==> src/rtl/fft_agu.sv <==
// Address generator and sequencer for an in-place radix-2 FFT: operand, twiddle and write-back addressing.
// Optional FFT_AGU_STALL_EN adds a stall input that freezes the sequence and masks we.
module fft_agu #(
    parameter int unsigned L      = 5,
    parameter int unsigned RD_LAT = 1
) (
    input  logic           clk,
    input  logic           reset,
    input  logic           start,
`ifdef FFT_AGU_STALL_EN
    input  logic           stall,
`endif
    output logic [L-1:0]   adr_a,
    output logic [L-1:0]   adr_b,
    output logic [L-2:0]   twiddle_adr,
    output logic           rd_bank,
    output logic [L-1:0]   wr_adr_a,
    output logic [L-1:0]   wr_adr_b,
    output logic           wr_bank,
    output logic           we,
    output logic           busy,
    output logic           done,
    output logic           result_bank
);

    localparam int unsigned I_W = L - 1;
    localparam int unsigned S_W = (L > 2) ? $clog2(L) : 1;

    localparam logic [1:0] S_IDLE  = 2'd0;
    localparam logic [1:0] S_RUN   = 2'd1;
    localparam logic [1:0] S_DRAIN = 2'd2;
    localparam logic [1:0] S_DONE  = 2'd3;

    logic [1:0]     state, state_nxt;
    logic [S_W-1:0] s_q, s_nxt;
    logic [I_W-1:0] i_q, i_nxt;
    logic           rd_vld;
    logic           hold_c;
    logic           pend_c;

    logic [L-1:0]   pa [RD_LAT];
    logic [L-1:0]   pb [RD_LAT];
    logic           pk [RD_LAT];
    logic           pv [RD_LAT];

`ifdef FFT_AGU_STALL_EN
    assign hold_c = stall & ((state == S_RUN) | (state == S_DRAIN));
`else
    assign hold_c = 1'b0;
`endif

    function automatic logic [L-1:0] rotl(input logic [L-1:0] x, input logic [S_W-1:0] sh);
        logic [2*L-1:0] t;
        t = {x, x} << sh;
        return t[2*L-1:L];
    endfunction

    // Valid writes still queued ahead of the last pipeline stage
    always_comb begin
        pend_c = 1'b0;
        for (int k = 0; k < int'(RD_LAT) - 1; k++) begin
            pend_c = pend_c | pv[k];
        end
    end

    always_ff @(posedge clk) begin
        if (!reset) begin
            state <= S_IDLE;
            s_q   <= '0;
            i_q   <= '0;
        end else begin
            state <= state_nxt;
            s_q   <= s_nxt;
            i_q   <= i_nxt;
        end
    end

    always_comb begin
        state_nxt = state;
        s_nxt     = s_q;
        i_nxt     = i_q;
        case (state)
            S_IDLE: begin
                if (start) begin
                    state_nxt = S_RUN;
                    s_nxt     = '0;
                    i_nxt     = '0;
                end
            end
            S_RUN: begin
                if (!hold_c) begin
                    if (i_q == {I_W{1'b1}}) begin
                        i_nxt = '0;
                        if (s_q == S_W'(L - 1)) begin
                            state_nxt = S_DRAIN;
                        end else begin
                            s_nxt = s_q + 1'b1;
                        end
                    end else begin
                        i_nxt = i_q + 1'b1;
                    end
                end
            end
            S_DRAIN: begin
                if (!hold_c && !pend_c) begin
                    state_nxt = S_DONE;
                end
            end
            S_DONE:  state_nxt = S_IDLE;
            default: state_nxt = S_IDLE;
        endcase
    end

    // Read-side outputs are registered from the counter values they will describe
    always_ff @(posedge clk) begin
        if (!reset) begin
            adr_a       <= '0;
            adr_b       <= '0;
            twiddle_adr <= '0;
            rd_bank     <= 1'b0;
            rd_vld      <= 1'b0;
        end else if (!hold_c) begin
            if (state_nxt == S_RUN) begin
                adr_a       <= rotl({i_nxt, 1'b0}, s_nxt);
                adr_b       <= rotl({i_nxt, 1'b1}, s_nxt);
                twiddle_adr <= i_nxt & ({I_W{1'b1}} << (S_W'(L - 1) - s_nxt));
                rd_bank     <= s_nxt[0];
                rd_vld      <= 1'b1;
            end else begin
                adr_a       <= '0;
                adr_b       <= '0;
                twiddle_adr <= '0;
                rd_bank     <= 1'b0;
                rd_vld      <= 1'b0;
            end
        end
    end

    always_ff @(posedge clk) begin
        if (!reset) begin
            busy <= 1'b0;
            done <= 1'b0;
        end else begin
            busy <= (state_nxt == S_RUN) | (state_nxt == S_DRAIN);
            done <= (state_nxt == S_DONE);
        end
    end

    // Write-back pipeline aligns read addresses with butterfly results
    always_ff @(posedge clk) begin
        if (!reset) begin
            for (int k = 0; k < int'(RD_LAT); k++) begin
                pa[k] <= '0;
                pb[k] <= '0;
                pk[k] <= 1'b0;
                pv[k] <= 1'b0;
            end
        end else if (!hold_c) begin
            pa[0] <= adr_a;
            pb[0] <= adr_b;
            pk[0] <= rd_vld & ~rd_bank;
            pv[0] <= rd_vld;
            for (int k = 1; k < int'(RD_LAT); k++) begin
                pa[k] <= pa[k-1];
                pb[k] <= pb[k-1];
                pk[k] <= pk[k-1];
                pv[k] <= pv[k-1];
            end
        end
    end

    assign wr_adr_a    = pa[RD_LAT-1];
    assign wr_adr_b    = pb[RD_LAT-1];
    assign wr_bank     = pk[RD_LAT-1];
    assign we          = pv[RD_LAT-1] & ~hold_c;
    assign result_bank = 1'(L % 2);

endmodule
==> config.mk <==
export PLATFORM = sky130hd
export DESIGN_NAME = fft_agu
export DESIGN_NICKNAME = d
export VERILOG_FILES = /design/src/rtl/fft_agu.sv
export SDC_FILE = /design/constraint.sdc
export NUM_CORES = 1
export LEC_CHECK = 0
export BUFFER_PORTS_ARGS = -buffer_cell sky130_fd_sc_hd__buf_2
export CORE_ASPECT_RATIO = 0.7
export CORE_MARGIN = 5
export CORE_UTILIZATION = 54
export CTS_CLUSTER_SIZE = 24
export DETAILED_ROUTE_END_ITERATION = 10
export GPL_TIMING_DRIVEN = 0
export PLACE_DENSITY = 0.78
export RECOVER_POWER = 100
export SYNTH_ARGS = -nofsm -noshare
export SYNTH_HDL_FRONTEND = slang
export SYNTH_SLANG_ARGS = --single-unit
==> constraint.sdc <==
create_clock -name clk -period 2.8 [get_ports clk]
set_input_delay 0.84 -clock clk [delete_from_list [all_inputs] [get_ports clk]]
set_output_delay 0.84 -clock clk [all_outputs]
set_load 0.1 [all_outputs]
### After elaboration in Yosys (flattened, before gate mapping)

Memories as Yosys holds them, arrays and structs flattened.
Index checks and enable logic that the tools add are counted.

| operators by class | value |
|---|---|
| add/sub/neg operators | 3 |
| multiply operators | 0 |
| div/mod/pow operators | 0 |
| $lt $le $gt $ge | 0 |
| equality and inequality tests | 8 |
| shift operators | 3 |
| mux-type cells | 23 |
| bitwise logic cells | 4 |
| reductions and logical operators | 6 |

Operators with widths:

| operator | count |
|---|---|
| $shl 10x3->10 | 2 |
| $mux 1 | 10 |
| $mux 5 | 2 |
| $reduce_or 5->1 | 2 |
| $mux 3 | 3 |
| $eq 2x2->1 const B | 4 |
| $mux 4 | 2 |
| $pmux 2 s4 | 1 |
| $pmux 4 s2 | 1 |
| $mux 2 | 3 |
| $pmux 3 s2 | 1 |
| $add 4x1->4 const B | 1 |
| $and 4x4->4 | 1 |
| $eq 2x1->1 const B | 2 |
| $eq 4x4->1 const B | 1 |
| $shl 4x3->4 const A | 1 |
| $add 3x1->3 const B | 1 |
| $eq 3x3->1 const B | 1 |
| $sub 3x3->3 const A | 1 |
| $logic_not 2->1 | 1 |
| $reduce_and 2->1 | 1 |
| $reduce_or 1->1 | 2 |
| $and 1x1->1 | 1 |
| $not 1->1 | 1 |
| $or 1x1->1 | 1 |

| storage, ports and cells | value |
|---|---|
| bits in registers | 27 |
| bits in latches | 0 |
| memory bits (writable) | 12 |
| bits in read-only memories | 0 |
| output and inout port bits | 30 |
| logic and storage cells | 61 |
| memories | 4 |

Memories:

| name | depth | bits a word | read ports | clocked after memory_dff | write ports | line | text |
|---|---|---|---|---|---|---|---|
| pa | 1 | 5 | 1 | 0 | 1 | 41 | `logic [L-1:0] pa [RD_LAT];` |
| pb | 1 | 5 | 1 | 0 | 1 | 42 | `logic [L-1:0] pb [RD_LAT];` |
| pk | 1 | 1 | 1 | 0 | 1 | 43 | `logic pk [RD_LAT];` |
| pv | 1 | 1 | 1 | 0 | 1 | 44 | `logic pv [RD_LAT];` |

### Longest topological paths before layout

| logic depth | value |
|---|---|
| word-level depth | 7 |
| depth in mapped cells | 11 |
| gate-level depth less buffers | 10 |

### Least setup slack after synthesis

OpenSTA, ideal clock, no wires.

| timing | value |
|---|---|
| kind | input port to flip-flop |
| start point | in start |
| end point | reg twiddle_adr[1] |
| library setup time | 0.080 ns |
| data arrival time | 2.129 ns |
| required time | 2.720 ns |
| setup slack | 0.590 ns |
| cell stages on the path | 8 |
| buffers on the path | 1 |
| cells stage by stage | o21bai_4 > a221o_1 > inv_1 > buf_2 > ha_1 > xnor2_1 > nand2_1 > nor3b_1 |

| on the way | value |
|---|---|
| cells in the longest elaborated chain, start to end | 5 |
| elaborated cells between the ends (all ways) | 11 |
| those cells by class | add/sub: 1; eq/ne: 1; shift: 1; mux: 6; bitwise: 1; reduce/logical: 1 |

RTL lines:

| item | line | text |
|---|---|---|
| from (decl) | 9 | `input logic start,` |
| $mux 3 | 84 | `if (start) begin` |
| $pmux 3 s2 | 82 | `case (state)` |
| $sub 3x3->3 | 126 | `twiddle_adr <= i_nxt & ({I_W{1'b1}} << (S_W'(L - 1) - s_nxt));` |
| $shl 4x3->4 | 126 |  |
| $and 4x4->4 | 126 |  |
| to (signal assigned) | 126 |  |
| to (decl) | 15 | `output logic [L-2:0] twiddle_adr,` |

Several ways; a longest one is shown, not always the timed one.
A chain may end at the register's enable or synchronous reset.

### Final worst setup path

Same ends and word-level chain as after synthesis.

==> flow_summary.toml <==
[yosys]
synthFlopType = "dfxtp_1"
syn_area_um2 = 1705
ys_types = 46
syn-num-nets = 191
yosysSeqAreaShare_pct = 45.78
avgSynthCellArea_um2 = 9.474
synth_edf_count = 0
ys_ff_latch = 39
synth_cells = 180
synthArstFlopShare_pct = 0
yosysWarnings = 0

[clock_network]
cts-root-buf = "clkbuf_8"
clk_pin_slew_ns = 0.07
cts_sinks = 39
hold_buffers = 0
postCtsResizedCells = 0
insertion_delay_ns = 0.29
h-tree-depth = 2
numCtsBuffers = 5
cts_setup_buffers = 0
cts_tree = "yes"
clockBufferDepth = 2

[timing]
final.setup.worst_slack_ns = 0.3195
tns_ns = 0
final-setup-viol-count = 0
rsz0062_at_grt = "no"
hold_violations = 0
clock_skew_ns = 0.003449
timing.final.crit_period_ns = 2.480
slew_headroom_pct = 21.83
worstMarginPinSlew_ns = 1.178
slew_violations = 0
hold_ws_ns = 0.4148
period_share_pct = 88.59
fmax_ghz = 0.4031

[cells_and_area]
finalNetCount = 229
post_layout_nonfiller_instances = 257
antenna_cells = 0
drive_gt1_share_pct = 10.50
fin_util_pct = 63.45
most-common-layout-cells = "dfxtp_1, clkbuf_1, a21oi_1"
mostFrequentLayoutCell = "dfxtp_1"
syn2layout_area_growth_pct = 14.75

[pwr]
powerDensity_nw_per_um2 = 547.7
ir_drop_mv = 0.2515
p_leak_nw = 0.7321

[route]
route.vias.total = 1442
via_per_inst = 5.611
drt_iter0_markers = 139
drcViolationCount = 0
routed_wl_mm = 3.754
drt_pre_antenna_iters = 4
antenna_left = 0
avgRoutedWirePerCell_um = 14.61

[setup_path]
cp_max_fo = 11
max_stage_delay_ns = 0.48
start_kind = "input port"
criticalPathCategory = "input port to flop"
end_kind = "flop"
arrival_ns = 2.69
slowest_stage = "a221o_1"
crit_required_ns = 3.01
path_cells = "clkbuf_1, o21bai_4, a221o_1, inv_1, buf_2, ha_1, xnor2_1, nand2_1, nor3b_1"

[placed_design]
gp_congestion = 0.8880
dp_slack_ns = 0.1470
hpwl_mm = 2.697
placed_cells = 249
port_buffers = 31

[global_route]
grt_pass1_wl_mm = 6.313
overflow = 0
grt_use_total_pct = 18.08
antenna_found_initial = 0
first_global_vias = 1355
grt_max_degree = 14

[floorplan]
die_w_um = 77.17
die_y_um = 57.02
initial_core_util_pct = 55.29
fp.coreArea_um2 = 3084
fp-row-count = 17
dieArea_um2 = 4400
io_pins = 33

[run]
cap_viol_max_count = 0

[hold_path]
min_path_type = "flop to flop"

[run_status]
status = "completed"
final timing paths:
| check | startpoint | to | slack, ns | depth (start not counted) |
|---|---|---|---|---|
| setup / recovery | start | twiddle_adr[1]$_SDFF_PN0_ | 0.32 | 9 |
| hold reg to reg | rd_bank$_SDFF_PN0_ | pk[0]$_DFF_P_ | 0.41 | 1 |
| hold / removal | rd_bank$_SDFF_PN0_ | pk[0]$_DFF_P_ | 0.41 | 1 |
| setup reg to reg | s_q[0]$_SDFF_PN0_ | twiddle_adr[1]$_SDFF_PN0_ | 0.36 | 11 |
metrics by stage:
stage	power [W]	area, um2
global route	0.001129	1957
floorplan	0.0006979	1705
detailed placement	0.0007234	1908
global placement	0.0007220	1908
CTS	0.001089	1997
finish	0.001072	1957
layer usage:
metal | vias up | wire (um) | track usage (%)
li1 | 703 | - | -
met1 | 663 | 1591 | 23.39
met2 | 69 | 1681 | 27.58
met3 | 7 | 423 | 5.836
met4 | 0 | 59 | 8.333
met5 | - | 0 | 0
power breakdown:
group	switching [W]	internal [W]
Clock	0.000191	0.000173
Sequential	0.00000564	0.000567
Combinational	0.000112	0.0000239
Total	0.000308	0.000764
sequential cells by signal (all words and copies together), names as in the netlist:
name         cells
adr_a            5
adr_b            5
pa               5
pb               5
i_q              4
twiddle_adr      4
s_q              3
state            2
busy             1
done             1
pk               1
pv               1
rd_bank          1
rd_vld           1
cells in the mapped netlist (2+ instances only):
master | count | share of area, %
dfxtp_1 | 39 | 46
and2_1 | 16 | 5.9
a21oi_1 | 13 | 3.8
nand2_1 | 12 | 2.6
nor2_1 | 11 | 2.4
nor2b_1 | 9 | 3.3
ha_1 | 8 | 5.9
nor3_1 | 8 | 2.3
inv_1 | 5 | 1.1
o21ai_0 | 5 | 1.5
buf_2 | 4 | 1.2
nand3_1 | 4 | 1.2
a221oi_1 | 3 | 1.5
a31oi_1 | 3 | 1.1
clkbuf_1 | 3 | 0.66
mux2i_1 | 3 | 1.8
a211oi_1 | 2 | 0.88
a22oi_1 | 2 | 0.88
buf_6 | 2 | 1.3
nor3b_1 | 2 | 0.88
final cells by class:
type | count | area (um2)
Tap cell | 38 | 47.55
Sequential cell | 39 | 780.7
Clock buffer | 5 | 68.82
Clock inverter | 3 | 20.02
Multi-Input combinational cell | 125 | 838.3
Fill cell | 289 | 1127
Timing Repair Buffer | 31 | 116.4
Inverter | 6 | 25.02
Buffer | 10 | 60.06
kinds of logic (layout without fill, tap and decap cells):
family          Yosys count  count (layout)  share of synthesized area, %
other cells               1               1                        0.2199
fa+ha+maj                 8               8                         5.870
xor+xnor                  1               1                        0.5137
compound gates           39              39                         16.07
simple gates             70              70                         21.94
flops                    39              39                         45.78
mux                       6               6                         4.549
buf+inv                  16              55                         5.063
critical path, delay by kind of cell:
family	cells	cell delay [ns]
AO/OA/AOI/OAI	2	0.60
XOR/XNOR	1	0.11
adder cells (fa/ha/maj)	1	0.20
buffers and inverters	3	0.59
AND/OR/NAND/NOR	2	0.33
No activity file was read; power rests on OpenSTA's default activity.
